$ cat config.mk
export PLATFORM = sky130hd
export DESIGN_NAME = cpu_req_queue
export DESIGN_NICKNAME = d
export VERILOG_FILES = /design/src/rtl/cache_def.sv /design/src/rtl/req_fifo_mem.sv /design/src/rtl/cpu_req_queue.sv
export SDC_FILE = /design/constraint.sdc
export NUM_CORES = 1
export LEC_CHECK = 0
export BUFFER_PORTS_ARGS = -buffer_cell sky130_fd_sc_hd__buf_4
export CORE_MARGIN = 2
export CORE_UTILIZATION = 35
export CTS_CLUSTER_DIAMETER = 50
export DETAILED_ROUTE_END_ITERATION = 10
export GPL_TIMING_DRIVEN = 0
export PLACE_DENSITY_LB_ADDON = 0.05
export SLEW_MARGIN = 20
export SYNTH_ARGS = -nofsm -noshare
export SYNTH_HDL_FRONTEND = slang
export SYNTH_SLANG_ARGS = --single-unit
$ cat constraint.sdc
create_clock -name clk -period 3.35 [get_ports clk]
set_clock_uncertainty 0.2 [all_clocks]
set_input_delay 0.1675 -clock clk [delete_from_list [all_inputs] [get_ports clk]]
set_output_delay 0.1675 -clock clk [all_outputs]
set_load 0.1 [all_outputs]
$ cat src/rtl/cache_def.sv
// Shared types for the CPU-side cache path: CPU request/result buses and the
// request-queue state and entry types.
package cache_def;

    typedef struct packed {
        logic [31:0] addr;
        logic [31:0] data;
        logic        rw;
        logic        valid;
    } cpu_req_type;

    typedef struct packed {
        logic [31:0] data;
        logic        ready;
    } cpu_result_type;

    typedef enum logic [1:0] {StIdle, StIssue, StWait, StGap} q_state_type;

    typedef struct packed {
        logic [31:0] addr;
        logic [31:0] data;
        logic        rw;
    } q_entry_type;

    localparam int unsigned TimerW = 8;

    function automatic cpu_req_type issue_req(q_entry_type e);
        return '{addr: e.addr, data: e.data, rw: e.rw, valid: 1'b1};
    endfunction

endpackage

$ cat src/rtl/req_fifo_mem.sv
// Register array holding queued CPU requests: one synchronous write port and one
// asynchronous read port.
module req_fifo_mem
    import cache_def::*;
#(
    parameter int unsigned  DEPTH = 4,
    localparam int unsigned PtrW  = $clog2(DEPTH)
) (
    input  logic            clk_i,
    input  logic            we_i,
    input  logic [PtrW-1:0] waddr_i,
    input  q_entry_type     wdata_i,
    input  logic [PtrW-1:0] raddr_i,
    output q_entry_type     rdata_o
);

    q_entry_type mem_q [DEPTH];

    always_ff @(posedge clk_i) begin
        if (we_i) begin
            mem_q[waddr_i] <= wdata_i;
        end
    end

    assign rdata_o = mem_q[raddr_i];

endmodule

$ cat src/rtl/cpu_req_queue.sv
// Buffers CPU requests and presents them to the cache one at a time, holding each until
// the cache answers (or times out) and leaving a one-cycle gap before the next issue.
module cpu_req_queue
    import cache_def::*;
#(
    parameter int unsigned  DEPTH   = 4,
    parameter int unsigned  TIMEOUT = 255,
    localparam int unsigned PtrW    = $clog2(DEPTH),
    localparam int unsigned CntW    = PtrW + 1
) (
    input  logic            clk,
    input  logic            rst,
    input  cpu_req_type     in_req,
    output logic            in_ready,
    output cpu_req_type     cpu_req,
    input  cpu_result_type  cpu_res,
    output cpu_result_type  resp,
    output logic            resp_rw,
    output logic [CntW-1:0] count,
    output logic            err
);

    localparam logic [TimerW-1:0] TimerLast = TimerW'(TIMEOUT - 1);
    localparam logic [CntW-1:0]   CountFull = CntW'(DEPTH);

    q_state_type       state_q, state_d;
    logic [PtrW-1:0]   wr_ptr_q, wr_ptr_d;
    logic [PtrW-1:0]   rd_ptr_q, rd_ptr_d;
    logic [CntW-1:0]   count_q, count_d;
    logic [TimerW-1:0] timer_q, timer_d;
    logic              err_q, err_d;
    cpu_req_type       cpu_req_q, cpu_req_d;
    cpu_result_type    resp_q, resp_d;
    logic              resp_rw_q, resp_rw_d;
    logic              push, pop;
    q_entry_type       head, wr_entry;

    // A full queue refuses pushes even in a popping cycle, so in_ready depends on count only.
    assign in_ready = (count_q != CountFull);
    assign push     = in_req.valid && in_ready;
    assign wr_entry = '{addr: in_req.addr, data: in_req.data, rw: in_req.rw};

    req_fifo_mem #(
        .DEPTH(DEPTH)
    ) u_mem (
        .clk_i   (clk),
        .we_i    (push),
        .waddr_i (wr_ptr_q),
        .wdata_i (wr_entry),
        .raddr_i (rd_ptr_q),
        .rdata_o (head)
    );

    always_comb begin
        state_d      = state_q;
        timer_d      = timer_q;
        err_d        = err_q;
        cpu_req_d    = cpu_req_q;
        resp_d       = resp_q;
        resp_d.ready = 1'b0;
        resp_rw_d    = resp_rw_q;
        pop          = 1'b0;

        unique case (state_q)
            StIdle: begin
                if (count_q != '0) begin
                    cpu_req_d = issue_req(head);
                    state_d   = StIssue;
                end
            end
            StIssue: begin
                timer_d = '0;
                state_d = StWait;
            end
            StWait: begin
                // The head stays queued while in flight and is popped on either outcome.
                if (cpu_res.ready) begin
                    resp_d          = '{data: cpu_res.data, ready: 1'b1};
                    resp_rw_d       = cpu_req_q.rw;
                    pop             = 1'b1;
                    cpu_req_d.valid = 1'b0;
                    state_d         = StGap;
                end else if (timer_q == TimerLast) begin
                    err_d           = 1'b1;
                    pop             = 1'b1;
                    cpu_req_d.valid = 1'b0;
                    state_d         = StGap;
                end else begin
                    timer_d = timer_q + TimerW'(1);
                end
            end
            StGap: begin
                state_d = StIdle;
            end
            default: begin
                state_d = StIdle;
            end
        endcase
    end

    always_comb begin
        wr_ptr_d = push ? wr_ptr_q + PtrW'(1) : wr_ptr_q;
        rd_ptr_d = pop  ? rd_ptr_q + PtrW'(1) : rd_ptr_q;
        case ({push, pop})
            2'b10:   count_d = count_q + CntW'(1);
            2'b01:   count_d = count_q - CntW'(1);
            default: count_d = count_q;
        endcase
    end

    always_ff @(posedge clk) begin
        if (!rst) begin
            state_q   <= StIdle;
            wr_ptr_q  <= '0;
            rd_ptr_q  <= '0;
            count_q   <= '0;
            timer_q   <= '0;
            err_q     <= 1'b0;
            cpu_req_q <= '0;
            resp_q    <= '0;
            resp_rw_q <= 1'b0;
        end else begin
            state_q   <= state_d;
            wr_ptr_q  <= wr_ptr_d;
            rd_ptr_q  <= rd_ptr_d;
            count_q   <= count_d;
            timer_q   <= timer_d;
            err_q     <= err_d;
            cpu_req_q <= cpu_req_d;
            resp_q    <= resp_d;
            resp_rw_q <= resp_rw_d;
        end
    end

    assign cpu_req = cpu_req_q;
    assign resp    = resp_q;
    assign resp_rw = resp_rw_q;
    assign count   = count_q;
    assign err     = err_q;

endmodule

Yosys cells after proc, flatten, opt, wreduce, memory -nomap -nowiden
Memory sizes are Yosys's and may differ from the RTL's. A register that Yosys moved wholly into a read port is not among the register bits.
Index checks and enable logic that the tools add are counted.
Word-level totals
  bits in registers: 53
  memory bits (writable): 260
  logic and storage cells: 60
  memories: 1
Operators by class
  add/sub/neg operators: 5
  equality and inequality tests: 11
  multiplexer cells: 18
  bitwise operators: 1
  reduce and logical (&&, ||, !) cells: 14
Memories
  u_mem.mem_q: words 4, bits a word 65, rd ports 1, clocked after Yosys merged registers in 1, wr ports 1, RTL line req_fifo_mem.sv:17  | q_entry_type mem_q [DEPTH];
Operators by type and width (number)
  $mux W8: 2
  $pmux W8 S2: 1
  $mux W1: 9
  $reduce_and A3 Y1: 3
  $add A8 B1 Y8 const B: 1
  $eq A8 B8 Y1 const B: 1
  $pmux W2 S4: 1
  $reduce_and A2 Y1: 4
  $eq A2 B2 Y1 const B: 3
  $mux W2: 3
  $ne A2 B2 Y1 const B: 3
  $ne A3 B3 Y1 const B: 2
  $pmux W3 S2: 1
  $reduce_bool A2 Y1: 3
  $add A2 B1 Y2 const B: 2
  $eq A2 B1 Y1 const B: 2
  $add A3 B1 Y3 const B: 1
  $reduce_bool A3 Y1: 1
  $sub A3 B1 Y3 const B: 1
  $logic_not A2 Y1: 1
  $pmux W1 S2: 1
  $logic_and A1 B1 Y1: 1
  $logic_not A1 Y1: 1
  $not A1 Y1: 1

Logic depth before layout (Yosys ltp)
  depth after elaboration: 6
  gate-level depth with buffers: 13
  depth with buffers taken out: 11

Modules after synthesis
A second synthesis with hierarchy kept.
Second synthesis, totals
  cells, all modules: 906
  area total of the unflattened synthesis: 13985.9 um^2
By module, submodules not included
  req_fifo_mem: instances 1, cells each 343, area each 9455.3 um^2
  cpu_req_queue: instances 1, cells each 563, area each 4530.6 um^2

Worst setup path before layout
No wires, ideal clock.
  path kind: reg2reg
  from: reg count_q[0], in the netlist count[0]
  to: mem u_mem.mem_q[1][0] (netlist name), enable pin
  arrival time: 3599 ps
  required time: 2720 ps
  slack: -879 ps
  stages on the path, launching flop included: 3
  path buffers: 0
  period minus slack after synthesis: 4229 ps
  cells stage by stage: dfxtp_1 or3b_1 and3_1
On the way
  cells in the longest elaborated chain, start to end: 4
RTL lines
  from (decl): RTL line cpu_req_queue.sv:29  | logic [CntW-1:0] count_q, count_d;
  from (signal assigned): RTL line cpu_req_queue.sv:126  | count_q <= count_d;
  $ne A3 B3 Y1: RTL line cpu_req_queue.sv:39  | assign in_ready = (count_q != CountFull);
  net in_ready: RTL line cpu_req_queue.sv:14  | output logic in_ready,
  $logic_and A1 B1 Y1: RTL line cpu_req_queue.sv:40  | assign push = in_req.valid && in_ready;
  $mux W1: RTL line req_fifo_mem.sv:20  | if (we_i) begin
  $mux W1 (implied by the code): RTL line req_fifo_mem.sv:21  | mem_q[waddr_i] <= wdata_i;
  to (decl): RTL line req_fifo_mem.sv:17
The timed path passes the listed nets, and every way through them passes these cells.

Worst setup path in the final report
  from: reg state_q[0]
  to: reg count_q[2], in the netlist count[2]
On the way
  cells in the longest elaborated chain, start to end: 4
  elaborated cells between the ends (all ways): 6
  those cells by class: 3 x eq/ne; 2 x mux; 1 x reduce/logical
RTL lines
  from (decl): RTL line cpu_req_queue.sv:26  | q_state_type state_q, state_d;
  from (signal assigned): RTL line cpu_req_queue.sv:113  | state_q <= StIdle;
  from (signal assigned): RTL line cpu_req_queue.sv:123  | state_q <= state_d;
  $eq A2 B2 Y1 *: RTL line cpu_req_queue.sv:64  | unique case (state_q)
  $mux W1 *: RTL line cpu_req_queue.sv:64
  net pop: RTL line cpu_req_queue.sv:35  | logic push, pop;
  $eq A2 B1 Y1 / $eq A2 B2 Y1 (equally long branches): RTL line cpu_req_queue.sv:104  | case ({push, pop})
  $pmux W3 S2 / $reduce_bool A2 Y1 (equally long branches)
Mark *: on every way through the listed nets, which the timed path passes. The rest lies on a longest branch.
A chain may end at the register's enable or synchronous reset.

==> flow_summary.ini <==
[power_and_ir_drop]
power.density_nw_per_um2 = 808
switchingPower_mw = 5.40
p_seq_share_pct = 39.2
leakage_nw = 6.66
power.share.clock_pct = 30.9
internal-power_mw = 9.46
peakVddDrop_mv = 0.565
power.total_mw = 14.9
swShare_pct = 36.3
combPwrFrac_pct = 29.9

[synthesis]
syn_area_sq_um = 13600
ys_async_sr_fraction_pct = 0
ys_seq_area_share_pct = 74.9
ys_ff_latch = 378
synth_warnings = 0
syn_inst = 759
synthTopCellsByArea = edfxtp_1 (57%), dfxtp_1 (17%), mux4_2 (11%)
synth_cell_types = 42
synth-edff-count = 260
synth_top_area_cell = edfxtp_1
syn_area_per_cell_sq_um = 17.9
synth_top_cell_area_share_pct = 57.5
synth_top_flop_cell = edfxtp_1
synthesis.nets = 872

[sta]
fmax_mhz = 350
worstMarginPinSlew_ps = 723
finalSetupTns_ps = 0
hold_viol = 0
setup-violations-final = 0
fin_crit_sh_pct = 85.2
rsz0062_at_grt = false
slew_violations = 0
fin_crit_ps = 2850
maxSlewHeadroom_pct = 51.8

[routing]
drtIter0Drc = 325
routed_wl_um = 31700
remaining_drc_errors = 0
first_pass_iters = 4
via_per_inst = 4.65
drtAntennaViolNets = 0
wire_per_inst_um = 18.9
vias = 7816

[global_route]
grt_util_all_layers_pct = 15.8
grt_max_degree = 41
grt_pass1_vias = 8289
grt_pass1_wl_um = 48400
antenna_found_initial = 2
overflow = 0

[run]
drv_cap = 0

[critical_path]
start_kind = flip-flop
rrSetupSlack_ps = 500
r2r_cells = 13
r2r_start = state_q[0]
rr_endpoint = count[2]
cp.arrival_ps = 3130
critPathMaxFanout = 8
worstPathRequired_ps = 3620
endpoint_kind = flip-flop
crit_type = flip-flop to flip-flop

[cts]
tritoncts = yes
cts_root_buf = clkbuf_16
clock_path_buffers = 3
cts.sinks = 378
cts_inserted_buffers = 46
path_clk_slew_ps = 60
cts_htree_levels = 2
clock_latency_ps = 560
post-cts-setup-buffers = 0

[cells_and_area]
num-fill-cells = 3347
final_cell_mix = edfxtp_1 (260), buf_4 (205), dfxtp_1 (117), dlygate4sd3_1 (105), nand2_1 (74)
layout_commonest_cell = edfxtp_1
seq_area_sq_um = 10200
multiInputGateArea_sq_um = 3130
layout-drive-gt1-share_pct = 32.2
layout.cells.non_filler = 1680
fin_nets = 1235
syn2layout_area_growth_pct = 35.4

[worst_hold_path]
hold_end = u_mem.mem_q[1][7]
min-delay-start = in_req[8]
hp-class = primary input to flip-flop
worstHoldPathCells = 2

[place]
placed_cells = 1487
hpwl_um = 19300
io_buffers = 205
globalplace.congestion = 0.742

[outcome]
status = completed

[die]
rows = 72
die_x_um = 201
die-area_sq_um = 40400
start_util_pct = 35.3
core_area_sq_um = 38500
dieHeight_um = 201
pin_count = 206
-- power groups by stage --
stage	registers, mW	logic (mW)	clock network [mW]
after global placement	5.92	4.37	0
after detailed placement	5.91	4.41	0
final	5.82	4.45	4.59
after global routing	5.87	4.66	4.94
after floorplan	8.13	1.06	0
after CTS	5.82	4.52	4.75
-- synth_stat cells (2+ instances only) --
| master | instances |
|---|---|
| edfxtp_1 | 260 |
| dfxtp_1 | 118 |
| nand2_1 | 74 |
| a22o_1 | 65 |
| mux4_2 | 65 |
| a21oi_1 | 44 |
| buf_2 | 19 |
| clkbuf_1 | 15 |
| inv_1 | 13 |
| ha_1 | 11 |
| nor2_1 | 10 |
| o21ai_0 | 7 |
| and3_1 | 6 |
| nand3_1 | 5 |
| and2_1 | 4 |
| buf_12 | 4 |
| nor2b_1 | 4 |
| nand4_1 | 3 |
| and4_1 | 2 |
| buf_1 | 2 |
| nor3_1 | 2 |
| o211ai_1 | 2 |
| o31ai_1 | 2 |
| or3_1 | 2 |
| xnor2_1 | 2 |
| xor2_1 | 2 |
-- worst max-delay path, cell delays in order, from the launching register on --
cell and delay [ps]:
dfxtp_1 320, inv_1 110, ha_1 150, clkbuf_2 180
and2_1 140, buf_2 180, a21oi_2 70, inv_1 180
ha_1 220, inv_1 60, fa_1 370, xor2_1 160
or3_1 310, a21oi_1 140
-- flip-flops by register name (all words and copies together), names as in the netlist --
register	count
count	3
cpu_req	66
err	1
rd_ptr_q	2
resp	33
resp_rw	1
state_q	2
timer_q	8
u_mem.mem_q	260
wr_ptr_q	2
-- through the flow --
stage	area [sq um]	util, %	hold WS, ps	setup slack, ps
after floorplan	13600	-	66.4	221
after global placement	15800	41.0	172	392
after detailed placement	15900	41.4	173	481
after CTS	18400	47.8	114	477
after global routing	18400	47.8	137	262
final	18400	47.8	151	497
-- area by class of cell --
class / count / area share (%)
inverter: 13 / 0.265
sequential: 378 / 55.3
antenna: 2 / 0.0272
clock buffer: 66 / 7.12
multi-input combinational: 326 / 17.0
tap: 518 / 3.52
timing repair buffer: 315 / 14.7
clock inverter: 20 / 0.605
buffer: 42 / 1.39
-- cell families after synthesis --
family	Yosys count	synth area share, %
compound gates	127	6.72
xor+xnor	4	0.258
fa+ha+maj	12	1.16
buf+inv	55	2.24
flops	378	74.9
mux	66	10.9
simple gates	117	3.91
-- per-layer routing --
layer / part of all wire [%] / vias up / routed length (um) / GRT usage, %
met2: 50 / 180 / 15800 / 26.8
met4: 1.8 / 0 / 575 / 5.13
met1: 43 / 3879 / 13600 / 19.7
met3: 5.4 / 39 / 1700 / 3.98
met5: 0 / - / 0 / 0
li1: - / 3718 / - / -
-- worst max path at each step --
stage | startpoint | endpoint | slack (ps) | cells past startpoint
2_1_floorplan | count[0] | count[2] | 220 | 9
3_3_place_gp | count[0] | u_mem.mem_q[0][5] | 390 | 2
3_5_place_dp | state_q[0] | count[2] | 480 | 13
4_1_cts | state_q[0] | count[2] | 480 | 13
5_1_grt | state_q[0] | count[2] | 260 | 13
6_report | state_q[0] | count[2] | 500 | 13
-- repair_timing --
| item | 4_1_cts | 5_1_grt |
|---|---|---|
| hold buffers | 105 | 0 |
| gates resized for setup | 0 | 0 |
| hold endpoints to repair | 322 | 0 |
Power figures use the tool's default switching activity.
